### config.mk
export PLATFORM = sky130hd
export DESIGN_NAME = multicycle_control
export DESIGN_NICKNAME = d
export VERILOG_FILES = /design/src/rtl/multicycle_control.sv
export SDC_FILE = /design/constraint.sdc
export NUM_CORES = 1
export LEC_CHECK = 0
export BUFFER_PORTS_ARGS = -buffer_cell sky130_fd_sc_hd__buf_4
export CORE_AREA = 2 2 64 66
export DETAILED_ROUTE_END_ITERATION = 7
export DIE_AREA = 0 0 66 68
export HOLD_SLACK_MARGIN = 0.02
export MAX_ROUTING_LAYER = met4
export SLEW_MARGIN = 20
export SYNTH_ARGS = -nofsm -noshare
export SYNTH_HDL_FRONTEND = slang
export SYNTH_SLANG_ARGS = --single-unit
### constraint.sdc
create_clock -name clk -period 2.4 [get_ports clk]
set_clock_uncertainty 0.2 [all_clocks]
set_input_delay 0 -clock clk [delete_from_list [all_inputs] [get_ports clk]]
set_output_delay 0 -clock clk [all_outputs]
set_load 0.01 [all_outputs]
### src/rtl/multicycle_control.sv
// multicycle_control: main control FSM for a multicycle RV32I(+M) core.
module multicycle_control #(
  parameter bit MEM_WAIT = 1'b0,
  parameter bit M_EXT    = 1'b1
) (
  input  logic       clk,
  input  logic       rst_n,
  input  logic [6:0] op,
  input  logic [2:0] funct3,
  input  logic       funct7b5,
  input  logic       funct7b0,
  input  logic       Zero,
  input  logic       CarryOut,
  input  logic       Overflow,
  input  logic       Sign,
  input  logic       mem_ready,
  input  logic       md_done,
  output logic [2:0] ImmSrc,
  output logic [1:0] ALUSrcA,
  output logic [1:0] ALUSrcB,
  output logic [1:0] ResultSrc,
  output logic [3:0] ALUControl,
  output logic       AdrSrc,
  output logic       IRWrite,
  output logic       PCWrite,
  output logic       RegWrite,
  output logic       MemWrite,
  output logic       mem_req,
  output logic       md_start,
  output logic       trap,
  output logic [3:0] state_dbg
);
  typedef enum logic [3:0] {
    FETCH, DECODE, MEMADR, MEMREAD, MEMWB, MEMWRITE, EXECR, EXECI,
    ALUWB, BRANCH, JAL, JALR, LUI, AUIPC, MDWAIT, TRAP
  } state_t;
  localparam logic [3:0] ADD = 4'd0, SUB = 4'd1, AND = 4'd2, OR = 4'd3, XOR = 4'd4, SLT = 4'd5,
                         SLTU = 4'd6, SLL = 4'd7, SRL = 4'd8, SRA = 4'd9, PASSB = 4'd10;
  state_t state_q, state_d;
  logic ready, take, alu_bad, md_ok;
  logic [3:0] alu_op;
  always_ff @(posedge clk)
    state_q <= !rst_n ? FETCH : state_d;
  assign state_dbg = state_q;
  assign trap = state_q == TRAP;
  assign ready = MEM_WAIT ? mem_ready : 1'b1;
  assign md_ok = M_EXT && !funct7b5;
  // OP only permits funct7b5 on add/sub and srl/sra; OP-IMM only forbids it on slli
  assign alu_bad = funct7b5 && (op[5] ? !(funct3 == 3'b000 || funct3 == 3'b101) : funct3 == 3'b001);
  assign ImmSrc = op == 7'b0100011 ? 3'b001 :
                  op == 7'b1100011 ? 3'b010 :
                  op == 7'b1101111 ? 3'b011 :
                  (op == 7'b0110111 || op == 7'b0010111) ? 3'b100 : 3'b000;
  always_comb begin
    case (funct3)
      3'b000:  alu_op = (op[5] && funct7b5) ? SUB : ADD;
      3'b001:  alu_op = SLL;
      3'b010:  alu_op = SLT;
      3'b011:  alu_op = SLTU;
      3'b100:  alu_op = XOR;
      3'b101:  alu_op = funct7b5 ? SRA : SRL;
      3'b110:  alu_op = OR;
      default: alu_op = AND;
    endcase
    case (funct3)
      3'b000:  take = Zero;
      3'b001:  take = ~Zero;
      3'b100:  take = Sign ^ Overflow;
      3'b101:  take = ~(Sign ^ Overflow);
      3'b110:  take = ~CarryOut;
      3'b111:  take = CarryOut;
      default: take = 1'b0;
    endcase
  end
  // Strobes are forced low while rst_n is low so an in-flight access never completes
  always_comb begin
    state_d = state_q;
    ALUSrcA = 2'b00;
    ALUSrcB = 2'b00;
    ResultSrc = 2'b00;
    ALUControl = ADD;
    AdrSrc = 1'b0;
    IRWrite = 1'b0;
    PCWrite = 1'b0;
    RegWrite = 1'b0;
    MemWrite = 1'b0;
    mem_req = 1'b0;
    md_start = 1'b0;
    if (rst_n)
      case (state_q)
        FETCH: begin
          mem_req = 1'b1;
          ALUSrcB = 2'b10;
          ResultSrc = 2'b10;
          IRWrite = ready;
          PCWrite = ready;
          state_d = ready ? DECODE : FETCH;
        end
        DECODE: begin
          ALUSrcA = 2'b01;
          ALUSrcB = 2'b01;
          case (op)
            7'b0000011, 7'b0100011: state_d = MEMADR;
            7'b0110011: state_d = EXECR;
            7'b0010011: state_d = EXECI;
            7'b1100011: state_d = BRANCH;
            7'b1101111: state_d = JAL;
            7'b1100111: state_d = JALR;
            7'b0110111: state_d = LUI;
            7'b0010111: state_d = AUIPC;
            default:    state_d = TRAP;
          endcase
        end
        MEMADR: begin
          ALUSrcA = 2'b10;
          ALUSrcB = 2'b01;
          state_d = op[5] ? MEMWRITE : MEMREAD;
        end
        MEMREAD: begin
          AdrSrc = 1'b1;
          mem_req = 1'b1;
          state_d = ready ? MEMWB : MEMREAD;
        end
        MEMWRITE: begin
          AdrSrc = 1'b1;
          mem_req = 1'b1;
          MemWrite = ready;
          state_d = ready ? FETCH : MEMWRITE;
        end
        MEMWB: begin
          ResultSrc = 2'b01;
          RegWrite = 1'b1;
          state_d = FETCH;
        end
        EXECR: begin
          ALUSrcA = 2'b10;
          ALUControl = alu_op;
          md_start = funct7b0 && md_ok;
          state_d = funct7b0 ? (md_ok ? MDWAIT : TRAP) : (alu_bad ? TRAP : ALUWB);
        end
        EXECI: begin
          ALUSrcA = 2'b10;
          ALUSrcB = 2'b01;
          ALUControl = alu_op;
          state_d = alu_bad ? TRAP : ALUWB;
        end
        ALUWB: begin
          RegWrite = 1'b1;
          state_d = FETCH;
        end
        BRANCH: begin
          ALUSrcA = 2'b10;
          ALUControl = SUB;
          PCWrite = take;
          state_d = funct3[2:1] == 2'b01 ? TRAP : FETCH;
        end
        JAL: begin
          ALUSrcA = 2'b01;
          ALUSrcB = 2'b10;
          PCWrite = 1'b1;
          state_d = ALUWB;
        end
        JALR: begin
          ALUSrcA = 2'b10;
          ALUSrcB = 2'b01;
          ResultSrc = 2'b10;
          PCWrite = 1'b1;
          state_d = ALUWB;
        end
        LUI: begin
          ALUSrcB = 2'b01;
          ALUControl = PASSB;
          state_d = ALUWB;
        end
        AUIPC: begin
          ALUSrcA = 2'b01;
          ALUSrcB = 2'b01;
          state_d = ALUWB;
        end
        MDWAIT: begin
          ResultSrc = md_done ? 2'b11 : 2'b00;
          RegWrite = md_done;
          state_d = md_done ? FETCH : MDWAIT;
        end
        TRAP: state_d = TRAP;
      endcase
  end
endmodule
==> results.json <==
{
  "final_cell_area_um2": 1340,
  "p_seq_share_pct": 15.9,
  "numCtsBuffers": 3,
  "grt_max_degree": 16,
  "finalMaxSlewViolations": 0,
  "vias_per_cell": 5.01,
  "crit_fanout": 14,
  "die_h_um": 68,
  "cts_root_buf": "clkbuf_8",
  "post-place-ws_ns": 0.583,
  "port_buffers": 43,
  "avgSynthCellArea_um2": 6.79,
  "cts_max_level": 1,
  "gr-usage-met1_pct": 17.3,
  "synth_edf_count": 0,
  "io_pins": 45,
  "fmax_mhz": 429,
  "swShare_pct": 45.4,
  "cts_tree": "done",
  "r2r-start": "state_dbg[3]",
  "start_kind": "flip-flop",
  "setup_viol": 0,
  "grtUsageMet2_pct": 21.1,
  "yosys.area.top_type": "dfxtp_1",
  "largest_register_ffs": 4,
  "dr.pass1.iters": 4,
  "crit_path_start": "state_dbg[3]",
  "max_slew_margin_pct": 64.9,
  "drive_above_1_share_pct": 35.0,
  "grt.busiest_layer": "met2",
  "rsz0062_at_grt": "false",
  "syn-num-nets": 156,
  "nets": 199,
  "r2r_cells": 4,
  "cts_sinks": 4,
  "async_flop_share_pct": 0,
  "clkPwrFrac_pct": 15.3,
  "wl_per_cell_um": 12.4,
  "rrSetupSlack_ns": 0.07,
  "post-dp-hpwl_mm": 2.18,
  "start_util_pct": 23.9,
  "powerDensity_nw_per_um2": 703,
  "die_width_um": 66,
  "worstMarginPinSlew_ns": 0.526,
  "synth_cell_types": 56,
  "clock_latency_ns": 0.22,
  "globalRoute.totalOverflow": 0,
  "ir_drop_mv": 0.706,
  "ys.flop_type": "dfxtp_1",
  "switching_power_uw": 427,
  "grt_util_met3_pct": 2.14,
  "postRouteAntennaNets": 0,
  "synth_common_cells": "nand2_1, nor2_1, a21oi_1",
  "leakage_uw": 0.000584,
  "hold_path_class": "primary input to flip-flop",
  "fin_crit_sh_pct": 97.1,
  "antenna_found_initial": 0,
  "seq_area_frac_synth_pct": 8.67,
  "cts.clk_slew.worst_paths_ns": 0.03,
  "area_growth_pct": 45.0,
  "r2r_end": "state_dbg[0]",
  "endpoint": "state_dbg[0]",
  "final_util_pct": 34.7,
  "routed_wl_mm": 2.82,
  "grt_pass1_wl_mm": 4.52,
  "syn_inst": 136,
  "tns_ns": 0,
  "worst_ep_arrival_time_ns": 2.23,
  "cp-end-kind": "flip-flop",
  "routabilityCongestion": 0.814,
  "combPwrFrac_pct": 68.7,
  "die_area_um2": 4490,
  "fin_ws_ns": 0.0699,
  "hold_viol_final": 0,
  "grt_pass1_vias": 990,
  "crit_type": "flip-flop to flip-flop",
  "postCtsSetupBuffers": 0,
  "status": "completed",
  "vias": 1138,
  "coreArea_um2": 3860,
  "grt.total_usage_pct": 12.9,
  "synth_area_leaders": "dfxtp_1, nand2_1, nor2_1",
  "synth_seq_cells": 4,
  "critical_path_required_ns": 2.30,
  "num_antenna_cells": 0,
  "p_int_uw": 514,
  "ys.warnings.count": 0,
  "max_cap_viol_count": 0,
  "cts_buffer_depth": 2,
  "first_iter_violations": 43,
  "netlist_area_um2": 923,
  "rows": 23,
  "min_period_ns": 2.33,
  "place_area_um2": 1260,
  "synth_top_area_share_pct": 8.67,
  "drc": 0
}
routing by layer:
layer | vias to the layer above | part of all wire (%)
met5 | - | 0
met1 | 521 | 51
met2 | 23 | 45
met4 | 0 | 0.32
met3 | 2 | 3.7
li1 | 592 | -
how the worst min path moves through the flow:
stage          startpoint  slack, ns            to  cells past startpoint
3_3_place_gp        rst_n       0.08  state_dbg[0]                      2
2_1_floorplan    funct7b5      -0.15      md_start                      1
4_1_cts             op[5]       0.05  state_dbg[1]                      4
3_5_place_dp        rst_n       0.08  state_dbg[0]                      2
6_report            op[5]       0.04  state_dbg[1]                      4
5_1_grt             op[5]       0.07  state_dbg[1]                      4
stage by stage:
stage | hold slack, ns | power, µW | cells
6_report | 0.0397 | 941 | 227
5_1_grt | 0.0730 | 1030 | 227
4_1_cts | 0.0496 | 939 | 227
3_5_place_dp | 0.0847 | 780 | 221
3_3_place_gp | 0.0794 | 776 | 221
2_1_floorplan | -0.150 | 550 | 136
worst max-delay path, cell delays in order, from the launching register on:
cell           delay [ns]
dfxtp_1              0.64
and2b_2              0.30
o221a_2              0.12
o41a_1               0.39
dlygate4sd3_1        0.56
cell usage in the layout, fill, tap and decap left out, drive strengths merged, types with 2 or more instances in the layout:
master | Yosys | routed
inv | 4 | 4
xor2 | 3 | 3
and2b | 2 | 2
a2111oi | 3 | 3
dfxtp | 4 | 4
nand3b | 2 | 2
o311ai | 2 | 2
o21ai | 10 | 10
o211ai | 2 | 2
or3 | 3 | 3
nand3 | 3 | 3
xnor2 | 4 | 4
a21oi | 9 | 9
nor3 | 5 | 5
nor3b | 3 | 3
nor2b | 5 | 5
nand2b | 3 | 3
buf | 10 | 47
nand2 | 14 | 14
and3 | 2 | 2
a31oi | 3 | 3
clkbuf | 2 | 3
dlygate4sd3 | 0 | 3
nor2 | 14 | 14
cell families (layout without fill, tap and decap cells):
logic type	after synthesis	in the layout	share of synthesized area [%]
flip-flops	4	4	8.67
buffers and inverters	16	57	9.62
XOR/XNOR	7	7	6.64
AND/OR/NAND/NOR	65	65	40.4
multiplexers	1	1	1.08
AO/OA/AOI/OAI	43	43	33.6
layout make-up:
class	count	area (µm²)
clock buffer	3	41.3
fill	427	2520
timing repair buffer	50	383
sequential	4	82.6
multi-input combinational	116	754
inverter	4	15.0
tap	50	62.6
repair_timing:
item / 4_1_cts / 5_1_grt
endpoints found under the setup margin: 0 / 1
endpoints found under the hold margin: 4 / 0
hold buffers: 3 / 0
gates resized for setup: 0 / 2
power groups by stage:
stage | Clock (µW) | Sequential (µW) | Combinational [µW]
floorplan | 0 | 123 | 428
global placement | 0 | 148 | 628
detailed placement | 0 | 147 | 633
CTS | 146 | 146 | 647
global route | 158 | 155 | 713
finish | 144 | 150 | 647
(Power assumes the default switching activity.)
